### src/rtl/word5_pkg.sv
// Shared types and helpers for the 5-bit capture FIFO.
package word5_pkg;

    typedef logic [0:0][4:0] word5_t;

    localparam int unsigned WORD5_W = 5;

    // Even-parity bit: XOR of all data bits.
    function automatic logic word5_parity(word5_t w);
        return ^w;
    endfunction

endpackage

### src/rtl/word5_fifo_ptr.sv
// Pointer pair for the capture FIFO: write/read pointers with an extra wrap bit,
// plus the derived full, empty and occupancy level.
module word5_fifo_ptr #(
    parameter int unsigned DEPTH = 4,
    localparam int unsigned AW = $clog2(DEPTH)
) (
    input  logic          clk,
    input  logic          rst,
    input  logic          push,
    input  logic          pop,
    output logic [AW-1:0] wr_addr,
    output logic [AW-1:0] rd_addr,
    output logic          full,
    output logic          empty,
    output logic [AW:0]   level
);

    logic [AW:0] wr_ptr;
    logic [AW:0] rd_ptr;

    // Advance pointers on accepted push / pop; reset discards all entries.
    always_ff @(posedge clk) begin
        if (rst) begin
            wr_ptr <= '0;
            rd_ptr <= '0;
        end else begin
            if (push) wr_ptr <= wr_ptr + 1'b1;
            if (pop)  rd_ptr <= rd_ptr + 1'b1;
        end
    end

    // Status derived from the registered pointers.
    always_comb begin
        wr_addr = wr_ptr[AW-1:0];
        rd_addr = rd_ptr[AW-1:0];
        empty   = (wr_ptr == rd_ptr);
        full    = (wr_ptr[AW] != rd_ptr[AW]) && (wr_ptr[AW-1:0] == rd_ptr[AW-1:0]);
        level   = wr_ptr - rd_ptr;
    end

endmodule

### src/rtl/word5_capture_fifo.sv
// Captures a 5-bit word on every strobe into a small circular FIFO, drains it
// through a valid/ready stream and counts words lost to overflow.
// Optional feature macro: WORD5_CAPTURE_PARITY_EN (per-entry even parity,
// adds par_err output and inj_par input).
module word5_capture_fifo
    import word5_pkg::*;
#(
    parameter int unsigned DEPTH  = 4,
    parameter int unsigned DROP_W = 8
) (
    input  logic                    clk,
    input  logic                    rst,
    input  logic                    in_strobe,
    input  word5_t                  in_word,
    output logic                    out_valid,
    input  logic                    out_ready,
    output word5_t                  out_word,
    output logic [$clog2(DEPTH):0]  level,
    output logic [DROP_W-1:0]       drop_cnt,
`ifdef WORD5_CAPTURE_PARITY_EN
    input  logic                    inj_par,
    output logic                    par_err,
`endif
    output logic                    overflow
);

    localparam int unsigned AW = $clog2(DEPTH);

    logic [AW-1:0] wr_addr;
    logic [AW-1:0] rd_addr;
    logic          full;
    logic          empty;
    logic          pop;
    logic          push;
    logic          drop;

    word5_t mem [DEPTH];

    // A pop frees a slot in the same cycle, so push is accepted even when full.
    always_comb begin
        pop  = !empty && out_ready;
        push = in_strobe && (!full || pop);
        drop = in_strobe && full && !pop;
    end

    word5_fifo_ptr #(.DEPTH(DEPTH)) u_ptr (
        .clk     (clk),
        .rst     (rst),
        .push    (push),
        .pop     (pop),
        .wr_addr (wr_addr),
        .rd_addr (rd_addr),
        .full    (full),
        .empty   (empty),
        .level   (level)
    );

    // Storage write; in_word is only sampled on an accepted push so X on idle
    // cycles never enters the array.
    always_ff @(posedge clk) begin
        if (!rst && push) mem[wr_addr] <= in_word;
    end

    // Saturating drop counter and sticky overflow flag.
    always_ff @(posedge clk) begin
        if (rst) begin
            drop_cnt <= '0;
            overflow <= 1'b0;
        end else if (drop) begin
            if (drop_cnt != {DROP_W{1'b1}}) drop_cnt <= drop_cnt + 1'b1;
            overflow <= 1'b1;
        end
    end

    // Head output; gated by valid so stale or never-written entries stay hidden.
    always_comb begin
        out_valid = !empty;
        out_word  = out_valid ? mem[rd_addr] : '0;
    end

`ifdef WORD5_CAPTURE_PARITY_EN
    logic par_mem [DEPTH];

    // Parity stored alongside each entry; inj_par flips it for test.
    always_ff @(posedge clk) begin
        if (!rst && push) par_mem[wr_addr] <= word5_parity(in_word) ^ inj_par;
    end

    // Recompute head parity and compare with the stored bit.
    always_comb begin
        par_err = out_valid && (word5_parity(mem[rd_addr]) != par_mem[rd_addr]);
    end
`endif

endmodule

### config.mk
export PLATFORM = sky130hd
export DESIGN_NAME = word5_capture_fifo
export DESIGN_NICKNAME = d
export VERILOG_FILES = /design/src/rtl/word5_pkg.sv /design/src/rtl/word5_fifo_ptr.sv /design/src/rtl/word5_capture_fifo.sv
export SDC_FILE = /design/constraint.sdc
export NUM_CORES = 1
export LEC_CHECK = 0
export ABC_CLOCK_PERIOD_IN_PS = 2600
export CAP_MARGIN = 5
export CORE_MARGIN = 2
export CORE_UTILIZATION = 50
export DETAILED_ROUTE_END_ITERATION = 10
export PLACE_DENSITY = 0.84
export SLEW_MARGIN = 40
export SYNTH_ARGS = -nofsm -noshare
export SYNTH_HDL_FRONTEND = slang
export SYNTH_SLANG_ARGS = --single-unit
### constraint.sdc
create_clock -name clk -period 2.6 [get_ports clk]
set_clock_uncertainty 0.15 [all_clocks]
set_input_delay 0.52 -clock clk [delete_from_list [all_inputs] [get_ports clk]]
set_output_delay 0.52 -clock clk [all_outputs]
set_load 0.02 [all_outputs]
# Word-level counts from Yosys, hierarchy flattened
# Memory sizes are Yosys's and may differ from the RTL's. A register that Yosys moved wholly into a read port is not among the register bits.
# Index checks and enable logic that the tools add are counted.
# W data, S select, Z words.
[op_classes]
n_addsub = 4
multipliers = 0
n_div = 0
magnitude_cmp = 0
n_eq_ne = 4
shifts = 0
n_mux = 5
bitwise_logic = 0
n_reduce_logical = 12
[ops]
columns = ["op", "n"]
rows = [
  ["$add A8 B1 Y8 const B", 1],
  ["$ne A8 B8 Y1 const B", 1],
  ["$add A3 B1 Y3 const B", 2],
  ["$logic_and A1 B1 Y1", 6],
  ["$mux W5", 1],
  ["$logic_not A1 Y1", 4],
  ["$mux W2", 2],
  ["$eq A3 B3 Y1", 1],
  ["$sub A3 B3 Y3", 1],
  ["$eq A2 B2 Y1", 1],
  ["$mux W1", 2],
  ["$reduce_and A2 Y1", 1],
  ["$logic_or A1 B1 Y1", 1],
  ["$ne A1 B1 Y1", 1],
]
[word_totals]
ff_bits = 15
latchBits = 0
mem_bits_rw = 20
romBits = 0
input_bits = 9
out_inout_bits = 18
wordCells = 30
memories = 1
[mem_list]
columns = ["name", "depth", "width", "rd", "rd_ports_with_merged_regs", "write_ports", "line_no", "rtl"]
rows = [
  ["mem", 4, 5, 1, 1, 1, "word5_capture_fifo.sv:37", "word5_t mem [DEPTH];"],
]

# Depth between registers and ports, before layout
# Gate-level depths: netlist of run 1.
[logic_depth]
word_depth = 8
mapped_depth = 7
depth_no_buf = 6

# Modules after synthesis
# Synthesis of run 1 repeated with hierarchy kept, for this count alone.
[hier_totals]
hier_cells = 130
hier_area_um2 = 1607.8
[modules_own_cells]
columns = ["module", "n_inst", "cells_each", "area_each_um2", "seq_area_each_um2"]
rows = [
  ["word5_capture_fifo", 1, 92, 1243.7, 780.7],
  ["word5_fifo_ptr", 1, 38, 364.1, 120.1],
]

# Worst setup path after synthesis of run 1
# Ideal clock, no wire load.
[synth_timing]
path_type = "register to register"
startpoint = "reg u_ptr.wr_ptr[0]"
endpoint = "reg drop_cnt[5]"
setup_time_ps = 71
arrival_time_ps = 2083
required_ps = 2379
path_slack_ps = 296
stages_incl_launch_ff = 8
path_buffers = 1
period_less_slack_ps = 2304
path_cell_list = "dfxtp_1 -> inv_1 -> ha_1 -> nand2_1 -> or4b_1 -> buf_2 -> or4_1 -> a21oi_1"
[synth_via]
elab_chain_len = 6
elab_cells_between_ends = 9
classes_between = "eq/ne (2); reduce/logical (7)"
[synth_lines]
columns = ["element", "line_no", "rtl"]
rows = [
  ["from (decl)", "word5_fifo_ptr.sv:18", "logic [AW:0] wr_ptr;"],
  ["from (signal assigned)", "word5_fifo_ptr.sv:27", "if (push) wr_ptr <= wr_ptr + 1'b1;"],
  ["$eq A3 B3 Y1", "word5_fifo_ptr.sv:36", "empty = (wr_ptr == rd_ptr);"],
  ["$logic_not A1 Y1", "word5_capture_fifo.sv:41", "pop = !empty && out_ready;"],
  ["$logic_and A1 B1 Y1", "word5_capture_fifo.sv:41", ""],
  ["$logic_not A1 Y1", "word5_capture_fifo.sv:43", "drop = in_strobe && full && !pop;"],
  ["$logic_and A1 B1 Y1 (*)", "word5_capture_fifo.sv:43", ""],
  ["$reduce_and A2 Y1 (no line) (*)", "-", ""],
  ["to (signal assigned)", "word5_capture_fifo.sv:70", "if (drop_cnt != {DROP_W{1'b1}}) drop_cnt <= drop_cnt + 1'b1;"],
  ["to (decl)", "word5_capture_fifo.sv:19", "output logic [DROP_W-1:0] drop_cnt,"],
]
# Mark *: on every way between the ends. The rest lies on a longest branch, timed or not.
# A chain may end at the register's enable or synchronous reset.

# Worst setup path in the final report of run 1
[layout_timing]
startpoint = "reg u_ptr.wr_ptr[0]"
endpoint = "reg drop_cnt[7]"
# Same word-level chain as after synthesis.

==> metrics.md, run 1 <==
| Metric | Value |
|---|---|
| Status | `completed` |
| R2R Setup Slk | `0.08 ns` |
| Fmax | `0.397 GHz` |
| Worst setup EP type | `register` |
| Max cap viols | `0` |
| Reg-to-Reg Start | `u_ptr.wr_ptr[0]$_SDFFE_PP0P_` |
| Global route hottest layer | `met2` |
| Row cnt | `20` |
| CTS tree | `done` |
| Crit path depth | `7` |
| Setup WS pre-CTS | `0.0284 ns` |
| Met2 Use GR | `0.316` |
| Clock transition at the registers of the reported paths | `0.11 ns` |
| Worst-Skew Late Latency | `0.34 ns` |
| Crit-path cells | `inv_1 -> ha_1 -> nand2_1 -> buf_4 -> or4b_4 -> or4_1 -> a21oi_1` |
| GPL Wtd Cong | `0.835` |
| Syn Inst Count | `131` |
| DR WL/cell | `15.0 um` |
| Detailed placement HPWL | `2390 um` |
| CP Buf/Inv Count | `2` |
| Longest Clk Path Bufs | `2` |
| Delay-heaviest family, CP | `simple AND/OR/NAND/NOR gates` |
| CP arrival | `2.64 ns` |
| CTS root buf | `clkbuf_4` |
| 1st-iter DRT viols | `54` |
| WHS Endpoint | `overflow$_SDFFE_PP0P_` |
| Share of the synthesized area in the top cell type | `0.363` |
| Post-DP Area | `0.00200 sq mm` |
| Vias in the first global route | `1094` |
| Hold slack | `0.333 ns` |
| Min-Delay Path Class | `reg -> reg` |
| Hold path depth | `2` |
| Critical-path cell with the highest stage delay | `or4_1` |
| Sequential share of the synthesized area | `0.568` |
| Critical path peak fanout | `6` |
| Final TNS setup | `0 ns` |
| Drt drc | `0` |
| Final worst slack | `0.0830 ns` |
| Power, Total | `1.31 mW` |
| Cell area power density | `637 mW/mm^2` |
| Synth area leader | `edfxtp_1` |
| H-tree Lvls | `2` |
| Core area | `0.00310 sq mm` |
| Die Span Y | `61.6 um` |
| Met3 Use GR | `0.0630` |
| Tcrit/Tclk final | `0.968` |
| Setup-failing EPs final | `0` |
| Leak Pwr | `0.772 nW` |
| Library cells used by synthesis | `36` |
| PortBufs | `26` |
| CTS Buf Count | `5` |
| Crit path from | `u_ptr.wr_ptr[0]$_SDFFE_PP0P_` |
| Worst slew margin | `0.705` |
| Final WL | `3160 um` |
| Antenna-violating nets left | `0` |
| Met1 usage | `0.234` |
| Diodes inserted | `0` |
| Max VDD drop | `0.000388 V` |
| Area contributors post-synth | `edfxtp_1 (36%), dfxtp_1 (21%), mux4_2 (6.8%), ha_1 (6.0%), nor2_1 (2.3%)` |
| Placed Cells | `203` |
| Fin cells | `211` |
| Post-CTS setup buffers | `0` |
| Unrepaired setup endpoints after global routing | `false` |
| Final design area excluding fillers | `0.00205 sq mm` |
| Total Routing Usage GR | `0.190` |
| CP Class | `reg -> reg` |
| GRT Residual Overflow | `0` |
| First-pass GRT wire length | `5030 um` |
| Req. time, crit path | `2.72 ns` |
| CTS Sinks | `37` |
| Max-slew violations | `0` |
| Tmin final | `2.52 ns` |
| Initial Util | `0.534` |
| Nature of the critical path startpoint | `register` |
| Post-layout util | `0.662` |
| Cell count of the worst reg-to-reg path | `7` |
| Post-Syn Area | `0.00166 sq mm` |
| Vias | `1154` |
| Layout cells sized above 1 | `0.144` |
| Hold Startpoint | `overflow$_SDFFE_PP0P_` |
| Worst slew pin tran | `0.440 ns` |
| Final Hold Viols | `0` |
| Drt via density | `5.47` |
| Nets@finish | `184` |
| Die width | `61.6 um` |
| Synth Register Bits | `37` |
| Die area | `0.00379 sq mm` |
| Max incr delay on CP | `0.53 ns` |
| Worst R2R End | `drop_cnt[7]$_SDFFE_PP0P_` |
| Initial antenna violation count | `0` |
| Synth Area per Inst | `12.6 sq um` |
| IO Pins | `27` |
| Mapped Nets | `149` |
| Synth warn | `0` |
| Largest net degree at the start of global routing | `17` |
| DRT Pass-1 Iters | `4` |
| Area Growth Syn to Fin | `23.9%` |
## layer usage
layer	up-vias	routed length, um
li1	555	-
met1	552	1380
met2	37	1530
met3	10	195
met4	0	59
met5	-	0
## state kept, by name (all words and copies together) (netlist names), named ones only
register,flops
mem,20
u_ptr.rd_ptr,3
drop_cnt,8
u_ptr.wr_ptr,3
overflow,1
## synth_stat cells, drive strengths merged
master / n
inv: 8
nor3: 1
and4: 2
mux2i: 2
dfxtp: 17
o21ai: 3
o31ai: 3
or3b: 1
nor2b: 5
clkbuf: 2
o41ai: 1
xor2: 4
or4: 2
a31oi: 1
edfxtp: 20
or3: 1
fa: 1
ha: 8
o211ai: 2
nor2: 10
and2: 4
or4b: 1
nand3: 5
nand2: 3
and3: 1
a21oi: 6
nand4: 1
mux4: 5
and4b: 1
nor4: 1
xnor2: 3
o211a: 1
a311oi: 1
o311ai: 2
buf: 2
## area by class of cell
cell class / count / area [sq um]
Fill cell: 257 / 1050
Clock buffer: 5 / 37.5
Timing Repair Buffer: 32 / 293
Tap cell: 44 / 55.1
Inverter: 8 / 30.0
Sequential cell: 37 / 945
Clock inverter: 3 / 12.5
Multi-Input combinational cell: 82 / 681
## power breakdown
group	total (mW)	switching (mW)	internal, mW	leakage [nW]
clock	0.279	0.182	0.0977	0.0300
combinational	0.356	0.193	0.163	0.422
sequential	0.672	0.0288	0.643	0.321
total	1.31	0.404	0.904	0.772
## cell families after synthesis
family,count (synthesis),synth area share
xor gates and xnor gates,7,0.0370
adders and majority gates,9,0.0725
AOI/OAI and AO/OA,20,0.0808
and+or+nand+nor,39,0.134
DFF,37,0.568
muxes,7,0.0801
buffers and inverters,12,0.0279
## tightest hold or removal path, cell delays in order (launching register included)
cell     delay, ns
dfxtp_1       0.33
inv_1         0.06
a21oi_1       0.05
## timing repair
| action | 4_1_cts | 5_1_grt |
|---|---|---|
| resized for setup | 15 | 5 |
| hold buffers | 0 | 0 |
| cloned | 0 | 0 |
| setup endpoints to repair | 8 | 6 |
## worst max path at each step
stage                                     endpoint  slack (ns)
after CTS                 drop_cnt[7]$_SDFFE_PP0P_        0.02
after detailed placement               out_word[1]        0.03
final                     drop_cnt[7]$_SDFFE_PP0P_        0.08
after global routing                      level[1]       0.002
after floorplan           drop_cnt[5]$_SDFFE_PP0P_        0.30
after global placement    drop_cnt[3]$_SDFFE_PP0P_        0.11
## cell usage in the layout (no fill, tap or decap), types with 2 or more instances in the layout
master           netlist  routed
a21oi_1                6       6
and2_1                 4       4
and4_1                 2       2
buf_4                  0       6
clkbuf_4               0       5
clkdlybuf4s50_1        0      18
clkinv_1               0       2
dfxtp_1               17      14
dfxtp_2                0       3
dlygate4sd2_1          0       6
edfxtp_1              20      20
ha_1                   8       8
inv_1                  8       8
mux2i_1                2       2
mux4_2                 5       5
nand2_1                3       3
nand3_1                5       5
nor2_1                10       9
nor2b_1                5       5
o211ai_1               2       2
o21ai_0                3       3
o31ai_1                3       3
or4_1                  2       2
xnor2_1                3       3
xor2_1                 4       4
Power figures use the tool's default switching activity.
==> inputs of run 2 (changes only) <==
--- a/config.mk
+++ b/config.mk
@@ -7,10 +7,12 @@
 export LEC_CHECK = 0
 export ABC_CLOCK_PERIOD_IN_PS = 2600
 export CAP_MARGIN = 5
-export CORE_MARGIN = 2
+export CORE_MARGIN = 3
 export CORE_UTILIZATION = 50
 export DETAILED_ROUTE_END_ITERATION = 10
-export PLACE_DENSITY = 0.84
+export DONT_BUFFER_PORTS = 1
+export PLACE_DENSITY = 0.74
+export SETUP_SLACK_MARGIN = 0.2
 export SLEW_MARGIN = 40
 export SYNTH_ARGS = -nofsm -noshare
 export SYNTH_HDL_FRONTEND = slang
==> run 2 against run 1 <==
Compared with the run above: total power down 0.34%; cell area down 9.3%; clock power barely moved; first-iteration DRC count increased by 11%; sequential cell count is the same; clock-buffer cell count grew 2.
==> metrics.md, run 2 (synthesis results as in run 1) <==
| Metric | Value |
|---|---|
| Status | `completed` |
| Unrepaired setup endpoints after global routing | `true` |
| Antenna-violating nets left | `0 (unchanged)` |
| Most frequent cells in the layout | `edfxtp_1 (20), dfxtp_1 (15), nor2_1 (9)` |
| CP Class | `reg -> out` |
| Placed Cells | `175 (-14%)` |
| Nets@finish | `158 (-14%)` |
| Req. time, crit path | `1.93 ns (-0.79 ns)` |
| Vias in the first global route | `1020 (-6.8%)` |
| Vias | `1054 (-8.7%)` |
| H-tree Lvls | `2 (unchanged)` |
| Biggest regs | `mem x20, drop_cnt x8` |
| Worst-Skew Late Latency | `0.33 ns (about the same)` |
| Gate power share | `0.267 (-0.005)` |
| Core area | `0.00310 sq mm (unchanged)` |
| CTS tree | `done` |
| P_sw | `409 uW (+1.2%)` |
| Post-layout util | `0.600 (-0.0617)` |
| Min-Delay Path Class | `in -> reg` |
| PortBufs | `0 (-100%)` |
| Initial Util | `0.534 (unchanged)` |
| Clock share of power | `0.215 (about the same)` |
| Largest net degree at the start of global routing | `18 (+1)` |
| Total Routing Usage GR | `0.168 (-0.0221)` |
| Layout fillers | `256 (-0.39%)` |
| Final Hold Viols | `0 (unchanged)` |
| GRT Residual Overflow | `0 (unchanged)` |
| Setup WS pre-CTS | `0.173 ns (+0.145 ns)` |
| Drt drc | `0 (unchanged)` |
| First-pass GRT wire length | `5100 um (+1.4%)` |
| Longest Clk Path Bufs | `2 (unchanged)` |
| Cell area power density | `700 mW/mm^2 (+9.9%)` |
| Detailed placement HPWL | `2210 um (-7.6%)` |
| Die area | `0.00404 sq mm (+6.6%)` |
| CTS Sinks | `37 (unchanged)` |
| Row cnt | `20 (unchanged)` |
| Initial antenna violation count | `0 (unchanged)` |
| GPL Wtd Cong | `0.776 (-7.1%)` |
| Tcrit/Tclk final | `0.897 (-0.0712)` |
| Max-slew violations | `0 (unchanged)` |
| Worst setup EP type | `primary output` |
| IO Pins | `27 (unchanged)` |
| Critical path peak fanout | `6 (unchanged)` |
| Top reg by flops | `mem` |
| Diodes inserted | `0 (unchanged)` |
| Commonest non-fill, non-tap cell in the layout | `edfxtp_1` |
| Post-DP Area | `0.00173 sq mm (-14%)` |
| Switch share | `0.314 (+0.00483)` |
| DRT Pass-1 Iters | `4 (unchanged)` |
| Layout cells sized above 1 | `0.213 (+0.0691)` |
| Tmin final | `2.33 ns (-0.185 ns)` |
| Cts hold-fix bufs | `0 (unchanged)` |
| Die Span Y | `63.6 um (+3.2%)` |
| Max reg flops | `20 (unchanged)` |
| Nature of the critical path startpoint | `register` |
| Final TNS setup | `0 ns (unchanged)` |
| Area Growth Syn to Fin | `12.4%` |
| Worst slew pin tran | `0.592 ns (+0.152 ns)` |
| Final worst slack | `0.268 ns (+0.185 ns)` |
| 1st-iter DRT viols | `60 (+11%)` |
| Multi-input gate area | `733 sq um (+7.7%)` |
| Final WL | `3140 um (-0.70%)` |
| CTS root buf | `clkbuf_4` |
| Max VDD drop | `0.000345 V (-11%)` |
| Register Area | `946 sq um (+0.13%)` |
| Leak Pwr | `0.685 nW (-11%)` |
| Internal power | `894 uW (-1.0%)` |
| CTS Buf Count | `5 (unchanged)` |
| Drt via density | `5.70 (+4.2%)` |
| Fin cells | `185 (-12%)` |
| Final design area excluding fillers | `0.00186 sq mm (-9.3%)` |
| Fmax | `0.429 GHz (+7.9%)` |
| Worst slew margin | `0.603 (-0.102)` |
| Die width | `63.6 um (+3.2%)` |
| DR WL/cell | `17.0 um (+13%)` |
| Setup-failing EPs final | `0 (unchanged)` |
| CP arrival | `1.66 ns (-0.98 ns)` |
| Clock transition at the registers of the reported paths | `0.10 ns (about the same)` |
| Share of power burned in registers | `0.518 (+0.004)` |
| Max cap viols | `0 (unchanged)` |
[run 2: per-layer routing]
metal | up-vias | wire length, um | global-route usage
met5 | - | 0 | 0
met4 | 0 | 23 | 0.0809
met3 | 4 | 173 | 0.0624
met2 | 27 | 1560 | 0.261
met1 | 515 | 1390 | 0.206
li1 | 508 | - | -
[run 2: worst max-delay path: stages (launching register included)]
cell and delay, ns:
dfxtp_1 0.43, ha_1 0.27, nand2_1 0.10, buf_4 0.15, nor2_2 0.04, buf_6 0.16, nor2b_4 0.18
[run 2: area by class of cell]
type / instances / share of cell area
well taps: 44 / 0.0296
clock inverters: 1 / 0.00202
multi-input cells: 82 / 0.394
inverters: 8 / 0.0161
clock buffers: 7 / 0.0242
repair buffers: 6 / 0.0262
flip-flops and latches: 37 / 0.508
[run 2: through the flow]
stage          total power [mW]  hold WS, ns
3_3_place_gp              0.947        0.393
3_5_place_dp              0.958        0.390
5_1_grt                    1.36       0.0571
4_1_cts                    1.31       0.0759
6_report                   1.30       0.0915
2_1_floorplan             0.894        0.372
[run 2: final timing paths]
path / cells after the start / start / endpoint / slack, ns
max: 6 / u_ptr.wr_ptr[1]$_SDFFE_PP0P_ / out_word[0] / 0.27
min: 1 / rst / drop_cnt[5]$_SDFFE_PP0P_ / 0.09
max reg2reg: 6 / u_ptr.wr_ptr[0]$_SDFFE_PP0P_ / drop_cnt[7]$_SDFFE_PP0P_ / 0.41
min reg2reg: 2 / overflow$_SDFFE_PP0P_ / overflow$_SDFFE_PP0P_ / 0.40
[run 2: power groups by stage]
stage                     Combinational (mW)  Clock, mW  Sequential (mW)
after floorplan                        0.226          0            0.668
after detailed placement               0.271          0            0.687
after global placement                 0.262          0            0.685
after global routing                   0.374      0.311            0.679
after CTS                              0.343      0.292            0.676
final                                  0.348      0.280            0.674
[run 2: what timing repair did]
| item | CTS | global route |
|---|---|---|
| pin swaps | 0 | 1 |
| gates resized for setup | 16 | 4 |
| setup buffers | 0 | 2 |
| endpoints found under the hold margin | 0 | 0 |
| endpoints found under the setup margin | 9 | 11 |
==> inputs of run 3 (changes only) <==
--- a/config.mk
+++ b/config.mk
@@ -5,13 +5,13 @@
 export SDC_FILE = /design/constraint.sdc
 export NUM_CORES = 1
 export LEC_CHECK = 0
-export ABC_CLOCK_PERIOD_IN_PS = 2600
+export ABC_CLOCK_PERIOD_IN_PS = 2350
 export CAP_MARGIN = 5
 export CORE_MARGIN = 3
 export CORE_UTILIZATION = 50
+export CTS_CLUSTER_DIAMETER = 30
 export DETAILED_ROUTE_END_ITERATION = 10
 export DONT_BUFFER_PORTS = 1
-export PLACE_DENSITY = 0.74
 export SETUP_SLACK_MARGIN = 0.2
 export SLEW_MARGIN = 40
 export SYNTH_ARGS = -nofsm -noshare
==> constraint.sdc (replaced) <==
create_clock -name clk -period 2.35 [get_ports clk]
set_clock_uncertainty 0.15 [all_clocks]
set_input_delay 0.47 -clock clk [delete_from_list [all_inputs] [get_ports clk]]
set_output_delay 0.47 -clock clk [all_outputs]
set_load 0.02 [all_outputs]
==> run 3 against run 2 <==
Compared with the run above: total power increased by 21%; worst setup slack got worse by 0.096 ns; hold slack got worse by 0.072 ns; sequential share of layout area decreased by 4.0 points; first-iteration DRC count increased by 3.3%; clock-buffer cell count decreased by 2; via count increased by 5.1%; routed wire length increased by 11%; die area unchanged; sequential cell count unchanged; global-route usage increased by 1.7 points; critical endpoint is now level[2]; largest cell class unchanged.
==> metrics.md, run 3 (synthesis results as in run 1) <==
| Metric | Value |
|---|---|
| Die area | `0.00404 sq mm (unchanged)` |
| Tmin final | `2.18 ns` |
| Initial Util | `0.534 (unchanged)` |
| Layout cells sized above 1 | `0.344 (+0.132)` |
| Max VDD drop | `0.000477 V (+38%)` |
| Final Hold Viols | `0 (unchanged)` |
| Max cap viols | `0 (unchanged)` |
| Worst setup EP type | `primary output` |
| Die Span Y | `63.6 um (unchanged)` |
| Worst slew pin tran | `0.434 ns (-0.158 ns)` |
| Worst-Skew Late Latency | `0.35 ns (+0.02 ns)` |
| Min-Delay Path Class | `in -> reg` |
| CTS tree | `done` |
| Nature of the critical path startpoint | `register` |
| Biggest regs | `mem x20, drop_cnt x8` |
| Area Growth Syn to Fin | `22.8%` |
| GPL Wtd Cong | `0.761 (-1.9%)` |
| Drt drc | `0 (unchanged)` |
| Total Routing Usage GR | `0.185 (+0.0173)` |
| Max-slew violations | `0 (unchanged)` |
| Clock transition at the registers of the reported paths | `0.11 ns (about the same)` |
| Top reg by flops | `mem` |
| Final TNS setup | `0 ns (unchanged)` |
| Tcrit/Tclk final | `0.927` |
| DRT Pass-1 Iters | `4 (unchanged)` |
| CP Class | `reg -> out` |
| Longest Clk Path Bufs | `2 (unchanged)` |
| CTS Sinks | `37 (unchanged)` |
| Critical path peak fanout | `2 (-4)` |
| CTS root buf | `clkbuf_4` |
| Final WL | `3470 um (+11%)` |
| Setup-failing EPs final | `0 (unchanged)` |
| Nets@finish | `168 (+6.3%)` |
| Cell area power density | `773 mW/mm^2 (+10%)` |
| Diodes inserted | `0 (unchanged)` |
| 1st-iter DRT viols | `62 (+3.3%)` |
| CTS Buf Count | `5 (unchanged)` |
| Drt via density | `5.68 (-0.27%)` |
| PortBufs | `0 (unchanged)` |
| Most frequent cells in the layout | `edfxtp_1 (20), dfxtp_1 (12), buf_4 (11)` |
| Worst slew margin | `0.708 (+0.105)` |
| Core area | `0.00310 sq mm (unchanged)` |
| CP arrival | `1.56 ns (-0.10 ns)` |
| Status | `completed` |
| Power, Total | `1.57 mW (+21%)` |
| Unrepaired setup endpoints after global routing | `true` |
| Req. time, crit path | `1.73 ns (-0.20 ns)` |
| Fmax | `0.459 GHz` |
| Die width | `63.6 um (unchanged)` |
| Antenna-violating nets left | `0 (unchanged)` |
| H-tree Lvls | `2 (unchanged)` |
| Leak Pwr | `0.751 nW (+9.6%)` |
| Detailed placement HPWL | `2240 um (+1.4%)` |
| Vias | `1108 (+5.1%)` |
| DR WL/cell | `17.8 um (+4.9%)` |
| Largest net degree at the start of global routing | `18 (unchanged)` |
| Row cnt | `20 (unchanged)` |
| GRT Residual Overflow | `0 (unchanged)` |
| First-pass GRT wire length | `5540 um (+8.6%)` |
| Commonest non-fill, non-tap cell in the layout | `edfxtp_1` |
| Vias in the first global route | `1099 (+7.7%)` |
| Initial antenna violation count | `0 (unchanged)` |
| Max reg flops | `20 (unchanged)` |
| IO Pins | `27 (unchanged)` |
[run 3: worst paths after layout]
kind                                startpoint                      endpoint  slack, ns  depth (start not counted)
setup / recovery  u_ptr.wr_ptr[0]$_SDFFE_PP0P_                      level[2]       0.17                          5
hold / removal                             rst  u_ptr.wr_ptr[1]$_SDFFE_PP0P_       0.02                          1
setup reg to reg  u_ptr.wr_ptr[0]$_SDFFE_PP0P_      drop_cnt[1]$_SDFFE_PP0P_       0.24                          7
hold reg to reg          overflow$_SDFFE_PP0P_         overflow$_SDFFE_PP0P_       0.39                          2
[run 3: per-layer routing]
layer,GRT usage,vias to the layer above,part of all wire
li1,-,527,-
met1,0.217,526,0.43
met2,0.302,47,0.48
met3,0.0695,8,0.075
met4,0.0809,0,0.022
met5,0,-,0
[run 3: timing repair]
item | in CTS | in global routing
hold buffers | 0 | 2
pin swaps | 2 | 1
gates cloned | 0 | 0
gates resized for setup | 29 | 9
endpoints found under the hold margin | 0 | 2
buffers inserted | 7 | 1
endpoints found under the setup margin | 10 | 32
[run 3: stage by stage]
stage	hold WS [ns]	setup slack [ns]	instance area [sq um]	util	instances
3_5_place_dp	0.384	0.0486	1760	0.569	177
5_1_grt	-0.0102	0.104	2030	0.656	195
2_1_floorplan	0.372	0.217	1690	-	131
3_3_place_gp	0.386	0.168	1760	0.569	177
4_1_cts	0.000315	0.173	1970	0.635	192
6_report	0.0197	0.173	2030	0.656	195
[run 3: where the power goes]
part	switching (mW)	internal, mW
Combinational	0.258	0.233
Clock	0.215	0.113
Sequential	0.0374	0.715
Total	0.511	1.06
[run 3: area by class of cell]
cell class | instances | area [sq um]
fillers | 248 | 1070
flip-flops and latches | 37 | 952
repair buffers | 16 | 145
clock inverters | 3 | 17.5
well taps | 44 | 55.1
multi-input cells | 82 | 787
inverters | 8 | 40.0
clock buffers | 5 | 37.5
[run 3: critical path, cell delays in order, from the launching register on]
cell     delay [ns]
dfxtp_2        0.39
inv_4          0.04
ha_4           0.15
fa_2           0.34
xnor2_2        0.13
buf_4          0.15
